$ cat config.mk
export PLATFORM = sky130hd
export DESIGN_NAME = rv32i_core
export DESIGN_NICKNAME = d
export VERILOG_FILES = /design/src/rtl/rv32i_core_pkg.sv /design/src/rtl/rv32i_alu.sv /design/src/rtl/rv32i_core.sv
export SDC_FILE = /design/constraint.sdc
export NUM_CORES = 2
export LEC_CHECK = 0
export CAP_MARGIN = 5
export CORE_AREA = 2 2 317 444
export DETAILED_ROUTE_END_ITERATION = 6
export DIE_AREA = 0 0 319 446
export HOLD_SLACK_MARGIN = 0.05
export PLACE_DENSITY = 0.69
export SKIP_LAST_GASP = 1
export SYNTH_ARGS = -nofsm -noshare
export SYNTH_HDL_FRONTEND = slang
export SYNTH_SLANG_ARGS = --single-unit
$ cat constraint.sdc
create_clock -name clk -period 31.5 [get_ports clk]
set_clock_uncertainty 0.2 [all_clocks]
set_input_delay 6.3 -clock clk [delete_from_list [all_inputs] [get_ports clk]]
set_output_delay 6.3 -clock clk [all_outputs]
set_load 0.01 [all_outputs]
$ cat src/rtl/rv32i_core_pkg.sv
// Shared RV32I encodings, ALU operation set and ALU-op decode helper.
// No timing: constants, types and a pure function only.
// No flow control: consumed combinationally by the core and the ALU.
package rv32i_core_pkg;

   // major opcodes
   localparam logic [6:0] OP_LUI    = 7'b0110111;
   localparam logic [6:0] OP_AUIPC  = 7'b0010111;
   localparam logic [6:0] OP_JAL    = 7'b1101111;
   localparam logic [6:0] OP_JALR   = 7'b1100111;
   localparam logic [6:0] OP_BRANCH = 7'b1100011;
   localparam logic [6:0] OP_LOAD   = 7'b0000011;
   localparam logic [6:0] OP_STORE  = 7'b0100011;
   localparam logic [6:0] OP_IMM    = 7'b0010011;
   localparam logic [6:0] OP_REG    = 7'b0110011;
   localparam logic [6:0] OP_SYSTEM = 7'b1110011;

   // branch funct3
   localparam logic [2:0] F3_BEQ  = 3'b000;
   localparam logic [2:0] F3_BNE  = 3'b001;
   localparam logic [2:0] F3_BLT  = 3'b100;
   localparam logic [2:0] F3_BGE  = 3'b101;
   localparam logic [2:0] F3_BLTU = 3'b110;
   localparam logic [2:0] F3_BGEU = 3'b111;

   // load / store funct3
   localparam logic [2:0] F3_LB  = 3'b000;
   localparam logic [2:0] F3_LH  = 3'b001;
   localparam logic [2:0] F3_LW  = 3'b010;
   localparam logic [2:0] F3_LBU = 3'b100;
   localparam logic [2:0] F3_LHU = 3'b101;
   localparam logic [2:0] F3_SB  = 3'b000;
   localparam logic [2:0] F3_SH  = 3'b001;

   // arithmetic funct3
   localparam logic [2:0] F3_ADD  = 3'b000;
   localparam logic [2:0] F3_SLL  = 3'b001;
   localparam logic [2:0] F3_SLT  = 3'b010;
   localparam logic [2:0] F3_SLTU = 3'b011;
   localparam logic [2:0] F3_XOR  = 3'b100;
   localparam logic [2:0] F3_SR   = 3'b101;
   localparam logic [2:0] F3_OR   = 3'b110;

   typedef enum logic [3:0] {
      ALU_ADD,
      ALU_SUB,
      ALU_SLL,
      ALU_SLT,
      ALU_SLTU,
      ALU_XOR,
      ALU_SRL,
      ALU_SRA,
      ALU_OR,
      ALU_AND,
      ALU_PASS_B
   } alu_op_e;

   // funct7[5] selects SUB only for register-register ops; for shifts it
   // selects arithmetic right shift in both the immediate and register forms.
   function automatic alu_op_e alu_decode(input logic [2:0] f3,
                                          input logic       f7_b5,
                                          input logic       is_reg);
      alu_op_e op;
      case (f3)
         F3_ADD:  op = (is_reg && f7_b5) ? ALU_SUB : ALU_ADD;
         F3_SLL:  op = ALU_SLL;
         F3_SLT:  op = ALU_SLT;
         F3_SLTU: op = ALU_SLTU;
         F3_XOR:  op = ALU_XOR;
         F3_SR:   op = f7_b5 ? ALU_SRA : ALU_SRL;
         F3_OR:   op = ALU_OR;
         default: op = ALU_AND;
      endcase
      return op;
   endfunction

endpackage

$ cat src/rtl/rv32i_alu.sv
// RV32I integer ALU with branch comparison flags.
// Purely combinational, zero cycles.
// No flow control: result is valid whenever inputs are.
module rv32i_alu
   import rv32i_core_pkg::*;
(
   input  alu_op_e     op_i,
   input  logic [31:0] a_i,
   input  logic [31:0] b_i,
   output logic [31:0] result_o,
   output logic        eq_o,
   output logic        lt_o,
   output logic        ltu_o
);

   assign eq_o  = (a_i == b_i);
   assign lt_o  = ($signed(a_i) < $signed(b_i));
   assign ltu_o = (a_i < b_i);

   // operation select; shifts only honour the low five bits of b
   always_comb begin
      result_o = '0;
      case (op_i)
         ALU_ADD:    result_o = a_i + b_i;
         ALU_SUB:    result_o = a_i - b_i;
         ALU_SLL:    result_o = a_i << b_i[4:0];
         ALU_SLT:    result_o = {31'd0, lt_o};
         ALU_SLTU:   result_o = {31'd0, ltu_o};
         ALU_XOR:    result_o = a_i ^ b_i;
         ALU_SRL:    result_o = a_i >> b_i[4:0];
         ALU_SRA:    result_o = $unsigned($signed(a_i) >>> b_i[4:0]);
         ALU_OR:     result_o = a_i | b_i;
         ALU_AND:    result_o = a_i & b_i;
         ALU_PASS_B: result_o = b_i;
         default:    result_o = '0;
      endcase
   end

endmodule

$ cat src/rtl/rv32i_core.sv
// Single-cycle RV32I core; optional CPU_HALT_EN makes ECALL/EBREAK halt until reset.
// One instruction retires per clk edge; ROM and RAM reads are combinational.
// No backpressure: memories are assumed to answer within the same cycle.
module rv32i_core
   import rv32i_core_pkg::*;
#(
   parameter logic [31:0] RESET_PC = 32'h0000_0000
) (
   input  logic        clk,
   input  logic        reset_n,
   input  logic [31:0] instruction,
   input  logic [31:0] mem_rd_data,
   output logic        mem_wr_sig,
   output logic [31:0] mem_wr_data,
   output logic [31:0] mem_addr,
   output logic [31:0] new_pc
);

   // instruction fields
   logic [6:0]  opcode;
   logic [4:0]  rd, rs1, rs2;
   logic [2:0]  funct3;
   logic        funct7_b5;
   logic [31:0] imm_i, imm_s, imm_b, imm_u, imm_j;

   assign opcode    = instruction[6:0];
   assign rd        = instruction[11:7];
   assign funct3    = instruction[14:12];
   assign rs1       = instruction[19:15];
   assign rs2       = instruction[24:20];
   assign funct7_b5 = instruction[30];

   assign imm_i = {{20{instruction[31]}}, instruction[31:20]};
   assign imm_s = {{20{instruction[31]}}, instruction[31:25], instruction[11:7]};
   assign imm_b = {{19{instruction[31]}}, instruction[31], instruction[7],
                   instruction[30:25], instruction[11:8], 1'b0};
   assign imm_u = {instruction[31:12], 12'd0};
   assign imm_j = {{11{instruction[31]}}, instruction[31], instruction[19:12],
                   instruction[20], instruction[30:21], 1'b0};

   // architectural state
   logic [31:0] pc_q, pc_d;
   logic [31:0] rf_q [0:31];

   logic [31:0] rs1_val, rs2_val, pc_plus4;
   assign rs1_val  = (rs1 == 5'd0) ? 32'd0 : rf_q[rs1];
   assign rs2_val  = (rs2 == 5'd0) ? 32'd0 : rf_q[rs2];
   assign pc_plus4 = pc_q + 32'd4;

   // ALU
   alu_op_e     alu_op;
   logic [31:0] alu_a, alu_b, alu_res;
   logic        cmp_eq, cmp_lt, cmp_ltu;

   rv32i_alu u_alu (
      .op_i     (alu_op),
      .a_i      (alu_a),
      .b_i      (alu_b),
      .result_o (alu_res),
      .eq_o     (cmp_eq),
      .lt_o     (cmp_lt),
      .ltu_o    (cmp_ltu)
   );

   // decode controls
   logic        rd_we;
   logic        is_load;
   logic        is_store;
   logic        br_taken;
   logic [31:0] next_pc;
   logic [31:0] ld_val;
   logic [31:0] rd_wdata;
   logic [31:0] st_data;

   // main decode: ALU operands, writeback source and next PC
   always_comb begin
      alu_op   = ALU_ADD;
      alu_a    = rs1_val;
      alu_b    = imm_i;
      rd_we    = 1'b0;
      is_load  = 1'b0;
      is_store = 1'b0;
      br_taken = 1'b0;
      next_pc  = pc_plus4;
      rd_wdata = alu_res;
      case (opcode)
         OP_LUI: begin
            alu_op = ALU_PASS_B;
            alu_b  = imm_u;
            rd_we  = 1'b1;
         end
         OP_AUIPC: begin
            alu_a = pc_q;
            alu_b = imm_u;
            rd_we = 1'b1;
         end
         OP_JAL: begin
            rd_we    = 1'b1;
            rd_wdata = pc_plus4;
            next_pc  = pc_q + imm_j;
         end
         OP_JALR: begin
            rd_we    = 1'b1;
            rd_wdata = pc_plus4;
            next_pc  = {alu_res[31:1], 1'b0};
         end
         OP_BRANCH: begin
            alu_op = ALU_SUB;
            alu_b  = rs2_val;
            case (funct3)
               F3_BEQ:  br_taken = cmp_eq;
               F3_BNE:  br_taken = ~cmp_eq;
               F3_BLT:  br_taken = cmp_lt;
               F3_BGE:  br_taken = ~cmp_lt;
               F3_BLTU: br_taken = cmp_ltu;
               F3_BGEU: br_taken = ~cmp_ltu;
               default: br_taken = 1'b0;
            endcase
            if (br_taken) begin
               next_pc = pc_q + imm_b;
            end
         end
         OP_LOAD: begin
            is_load  = 1'b1;
            rd_we    = 1'b1;
            rd_wdata = ld_val;
         end
         OP_STORE: begin
            alu_b    = imm_s;
            is_store = 1'b1;
         end
         OP_IMM: begin
            alu_op = alu_decode(funct3, funct7_b5, 1'b0);
            rd_we  = 1'b1;
         end
         OP_REG: begin
            alu_op = alu_decode(funct3, funct7_b5, 1'b1);
            alu_b  = rs2_val;
            rd_we  = 1'b1;
         end
         default: begin
            // FENCE, SYSTEM and unknown opcodes retire as NOPs
         end
      endcase
   end

   assign mem_addr = alu_res;

   // load extraction from the addressed RAM word
   always_comb begin
      logic [7:0]  ld_byte;
      logic [15:0] ld_half;
      case (mem_addr[1:0])
         2'd0:    ld_byte = mem_rd_data[7:0];
         2'd1:    ld_byte = mem_rd_data[15:8];
         2'd2:    ld_byte = mem_rd_data[23:16];
         default: ld_byte = mem_rd_data[31:24];
      endcase
      ld_half = mem_addr[1] ? mem_rd_data[31:16] : mem_rd_data[15:0];
      case (funct3)
         F3_LB:   ld_val = {{24{ld_byte[7]}}, ld_byte};
         F3_LH:   ld_val = {{16{ld_half[15]}}, ld_half};
         F3_LBU:  ld_val = {24'd0, ld_byte};
         F3_LHU:  ld_val = {16'd0, ld_half};
         default: ld_val = mem_rd_data;
      endcase
   end

   // store merge: sub-word stores rewrite only their lanes of the current word
   always_comb begin
      st_data = mem_rd_data;
      case (funct3)
         F3_SB: begin
            case (mem_addr[1:0])
               2'd0:    st_data[7:0]   = rs2_val[7:0];
               2'd1:    st_data[15:8]  = rs2_val[7:0];
               2'd2:    st_data[23:16] = rs2_val[7:0];
               default: st_data[31:24] = rs2_val[7:0];
            endcase
         end
         F3_SH: begin
            if (mem_addr[1]) begin
               st_data[31:16] = rs2_val[15:0];
            end else begin
               st_data[15:0] = rs2_val[15:0];
            end
         end
         default: st_data = rs2_val;
      endcase
   end

   assign mem_wr_data = st_data;

   // commit gate: only the halt feature can stop an instruction retiring
   logic commit;
`ifdef CPU_HALT_EN
   logic is_sys;
   logic halted_q, halted_d;
   // ECALL and EBREAK share funct3=0; CSR ops remain NOPs
   assign is_sys   = (opcode == OP_SYSTEM) && (funct3 == 3'b000);
   assign commit   = ~halted_q & ~is_sys;
   assign halted_d = halted_q | is_sys;

   // sticky halted flag, only reset clears it
   always_ff @(posedge clk or negedge reset_n) begin
      if (!reset_n) begin
         halted_q <= 1'b0;
      end else begin
         halted_q <= halted_d;
      end
   end
`else
   assign commit = 1'b1;
`endif

   assign pc_d = commit ? next_pc : pc_q;

   // gating with reset_n keeps an aborted store from reaching the RAM edge
   assign mem_wr_sig = is_store & commit & reset_n;
   assign new_pc     = pc_q;

   // program counter
   always_ff @(posedge clk or negedge reset_n) begin
      if (!reset_n) begin
         pc_q <= RESET_PC;
      end else begin
         pc_q <= pc_d;
      end
   end

   // register file write port; x0 is never written
   always_ff @(posedge clk or negedge reset_n) begin
      if (!reset_n) begin
         for (int i = 0; i < 32; i++) begin
            rf_q[i] <= 32'd0;
         end
      end else if (commit && rd_we && (rd != 5'd0)) begin
         rf_q[rd] <= rd_wdata;
      end
   end

   // is_load only documents intent in decode; keep it observable to lint
   logic unused_ok;
   assign unused_ok = is_load;

endmodule

==> impl_summary.log <==
INFO  metric detail_route.first_pass.iterations = 6
INFO  metric drc = 0
INFO  metric timing_worst_setup_path_type = primary input to output port
INFO  metric switching_share = 0.372
INFO  metric max-slew-margin-rel = 0.0515
INFO  metric drt-total-wl = 312000 microns
INFO  metric path_cells = buf_8, buf_12, buf_4, mux4_2, mux4_2, mux2i_1, nor2_1, a221o_1, ha_1, nor3_1, o31ai_1, a211oi_1, o31a_1, o31ai_1, a41oi_2, buf_4, inv_1, nand2_1, nor2_1, o21a_1, o31ai_1, clkdlybuf4s50_1
INFO  metric pwr-share-comb = 0.321
INFO  metric hpwlAfterDp = 213000 microns
INFO  metric r2r_cells = 25
INFO  metric ctsHoldBuffers = 0
INFO  metric netlist-cell-type-count = 103
INFO  metric cp_max_fo = 100
INFO  metric io_pins = 163
INFO  metric ys_ff_latch = 1055
INFO  metric power.internal = 2.60 mW
INFO  metric synth-warning-count = 0
INFO  metric cts_tree = done
INFO  metric grt_start_max_net_pins = 176
INFO  metric ctsHtreeMaxLevel = 3
INFO  metric gp_congestion = 1.05
INFO  metric ir_worst_vdd = 0.0514 mV
INFO  metric syn_area = 70000 sq um
INFO  metric cp_slowest_cell = o31ai_1
INFO  metric vias_per_cell = 7.09
INFO  metric timing.hold.worst_endpoint = rf_q[1020]
INFO  metric start_util = 0.505
INFO  metric first_iter_violations = 7909
INFO  metric slew_viol_final = 0
INFO  metric synth_to_final_area_change = 9.30%
INFO  metric async_reset_ff_frac = 1.00
INFO  metric synth_enable_flop_cells = 0
INFO  metric cp_data_arrival_time = 15.98 ns
INFO  metric routed_wire_length_per_instance = 35.3 microns
INFO  metric max_stage_delay = 0.91 ns
INFO  metric share_clk_of_total_power = 0.294
INFO  metric die_y = 446 microns
INFO  metric power.density = 54.2 nW/um^2
INFO  metric most_frequent_cells_in_the_layout = dfrtp_1, nand2_1, a21oi_1
INFO  metric rows = 162
INFO  metric die_x = 319 microns
INFO  metric clock-root-buffer = clkbuf_16
INFO  metric cts_setup_buffers = 0
INFO  metric postSynthCellCount = 7130
INFO  metric run_status = finished clean
INFO  metric min_path_type = register to register
INFO  metric syn_nets = 7342
INFO  metric cts-buffers-inserted = 98
INFO  metric cts_max_path_buffers = 3
INFO  metric worst-r2r-setup-slack = 23.03 ns
INFO  metric groute.usage.overall = 0.434
INFO  metric design.die.area = 142000 sq um
INFO  metric setup.worst_path.end_class = output port
INFO  metric max_slew.worst_pin.slew = 1.42 ns
INFO  metric critPathLaunch = instruction[20]
INFO  metric fin_tns_setup = 0 ns
INFO  metric first_global_vias = 61037
INFO  metric cp_top_family = compound AO/OA/AOI/OAI gates
INFO  metric final_layout_size_suffix_gt1_frac = 0.175
INFO  metric p_leak = 32.8 nW
INFO  metric worstPathRequired = 25.00 ns
INFO  metric critical_path.reg2reg.endpoint = rf_q[349]
INFO  metric vias = 62607
INFO  metric finalCritPeriodShare = 0.714
INFO  metric path_buf_inv = 6
INFO  metric grt_use_met1 = 0.508
INFO  metric floorplan.core_area = 139000 sq um
INFO  metric post-route-min-period = 22.48 ns
INFO  metric p_total = 4.14 mW
INFO  metric clk_sinks = 1055
INFO  metric netlist.area_leader.share = 0.377
INFO  metric highest_clock_frequency_the_design_can_meet = 44.5 MHz
INFO  metric synth_area_per_cell = 9.81 sq um
INFO  metric grt_util_met2 = 0.668
INFO  metric portBuffers = 161
INFO  metric hold_depth = 0
INFO  metric hp-start = rf_q[1020]
INFO  metric grt-ovfl-total = 0
INFO  metric antenna_violating_nets_post_route = 0
INFO  metric finalCoreUtilization = 0.551
INFO  metric final-setup-viol-count = 0
INFO  metric grtUsageMet3 = 0.110
INFO  metric grt_setup_unrepaired = false
INFO  metric critical_path.startpoint_type = primary input
INFO  metric timing.rr.start = rf_q[129]
INFO  metric clock_latency = 0.76 ns
INFO  metric first_pass_grt_wire_length = 443000 microns
INFO  metric power.sequential.fraction = 0.384
INFO  metric cts_resizes = 0
INFO  metric antenna_found_initial = 14
INFO  metric grt-busiest-layer = met2
INFO  metric power_switching = 1.54 mW
INFO  metric clkSlewWorstSetupHoldPaths = 0.06 ns
INFO  metric synth_top_cells_by_area = dfrtp_1, mux4_2, nand2_1
INFO  metric synthFlopType = dfrtp_1
INFO  metric synth_seq_area_share = 0.377
INFO  metric critical-path-top-cell-by-count = o31ai_1
INFO  metric hold_viol_final = 0
INFO  metric synth.largest_area_cell = dfrtp_1
INFO  metric worst-path-stages = 22
INFO  metric timing.max_cap.violations = 0
INFO  metric design.final.nets = 7149
INFO  metric leading_cell_type_in_the_layout_fill_and_taps_excluded = dfrtp_1
## metrics by stage
step	hold slack, ns	instances	instance area, sq um	setup WS (ns)
finish	0.197	8832	76500	9.02
global route	0.210	8822	76400	8.64
CTS	0.197	8820	76400	9.18
detailed placement	0.183	8640	73200	9.22
global placement	0.174	8640	73200	9.27
floorplan	0.239	7130	70000	11.29
## cell type report
type / count / area [sq um]
tap: 1804 / 2260
antenna: 11 / 27.5
multi-input combinational: 5242 / 40500
clock buffer: 137 / 2790
inverter: 128 / 480
timing repair buffer: 412 / 3590
fill: 12118 / 62200
sequential: 1055 / 26400
clock inverter: 43 / 418
## sequential cells by signal, indices dropped and copies added, names as in the netlist
name    cells
new_pc     31
rf_q     1024
## cells by family (layout without fill, tap and decap cells)
kind of cell	after synthesis	after routing	share of synthesized area
AOI/OAI and AO/OA	2078	2078	0.186
xor gates and xnor gates	108	108	0.0135
adders and majority gates	146	146	0.0265
buffers and inverters	833	720	0.0516
DFF	1055	1055	0.377
muxes	910	910	0.224
other	1	12	0.0000536
and+or+nand+nor	1999	1999	0.121
## routing by layer
metal | wire length [microns] | up-vias | share of wire
li1 | - | 25925 | -
met1 | 107000 | 31320 | 0.34
met2 | 140000 | 4084 | 0.45
met3 | 32800 | 1262 | 0.11
met4 | 32200 | 16 | 0.10
met5 | 101 | - | 0.00032
## cells in the mapped netlist, types with 14 or more instances
cell      instances
a221o_1          26
a211oi_1         59
nor3_1           76
o22ai_1          56
xnor2_1          64
ha_1            142
nand2_1         901
o21a_1           26
mux2_2          144
a221oi_1         28
and2_1           22
a21oi_1         651
or2_2            14
nand2b_1         21
nand3_1         150
a31oi_1          32
a21o_1           48
o211ai_1        119
nor2_1          655
nand4_1          17
o221ai_1         45
clkbuf_1        488
and3_1           34
buf_4            19
mux2i_1         248
a211o_1          30
buf_2           124
o21bai_1         22
buf_6            34
inv_1           119
nor2b_1          35
xor2_1           44
mux4_2          508
a22oi_1          92
dfrtp_1        1055
buf_1            37
o21ai_1         113
a22o_1           48
o21ai_0         504
## power groups by stage
stage	Clock, mW	Combinational, mW	Sequential [mW]
after floorplan	0	0.768	1.57
after CTS	1.22	1.29	1.58
after global placement	0	1.27	1.60
after global routing	1.28	1.39	1.60
after detailed placement	0	1.28	1.61
final	1.22	1.33	1.59
## how the worst max path moves through the flow
stage,endpoint,slack [ns]
3_5_place_dp,mem_wr_data[29],9.22
6_report,mem_wr_data[29],9.02
3_3_place_gp,mem_wr_data[29],9.27
4_1_cts,mem_wr_data[29],9.18
2_1_floorplan,mem_wr_data[24],11.29
5_1_grt,mem_wr_data[29],8.64
No activity file was read; power rests on OpenSTA's default activity.
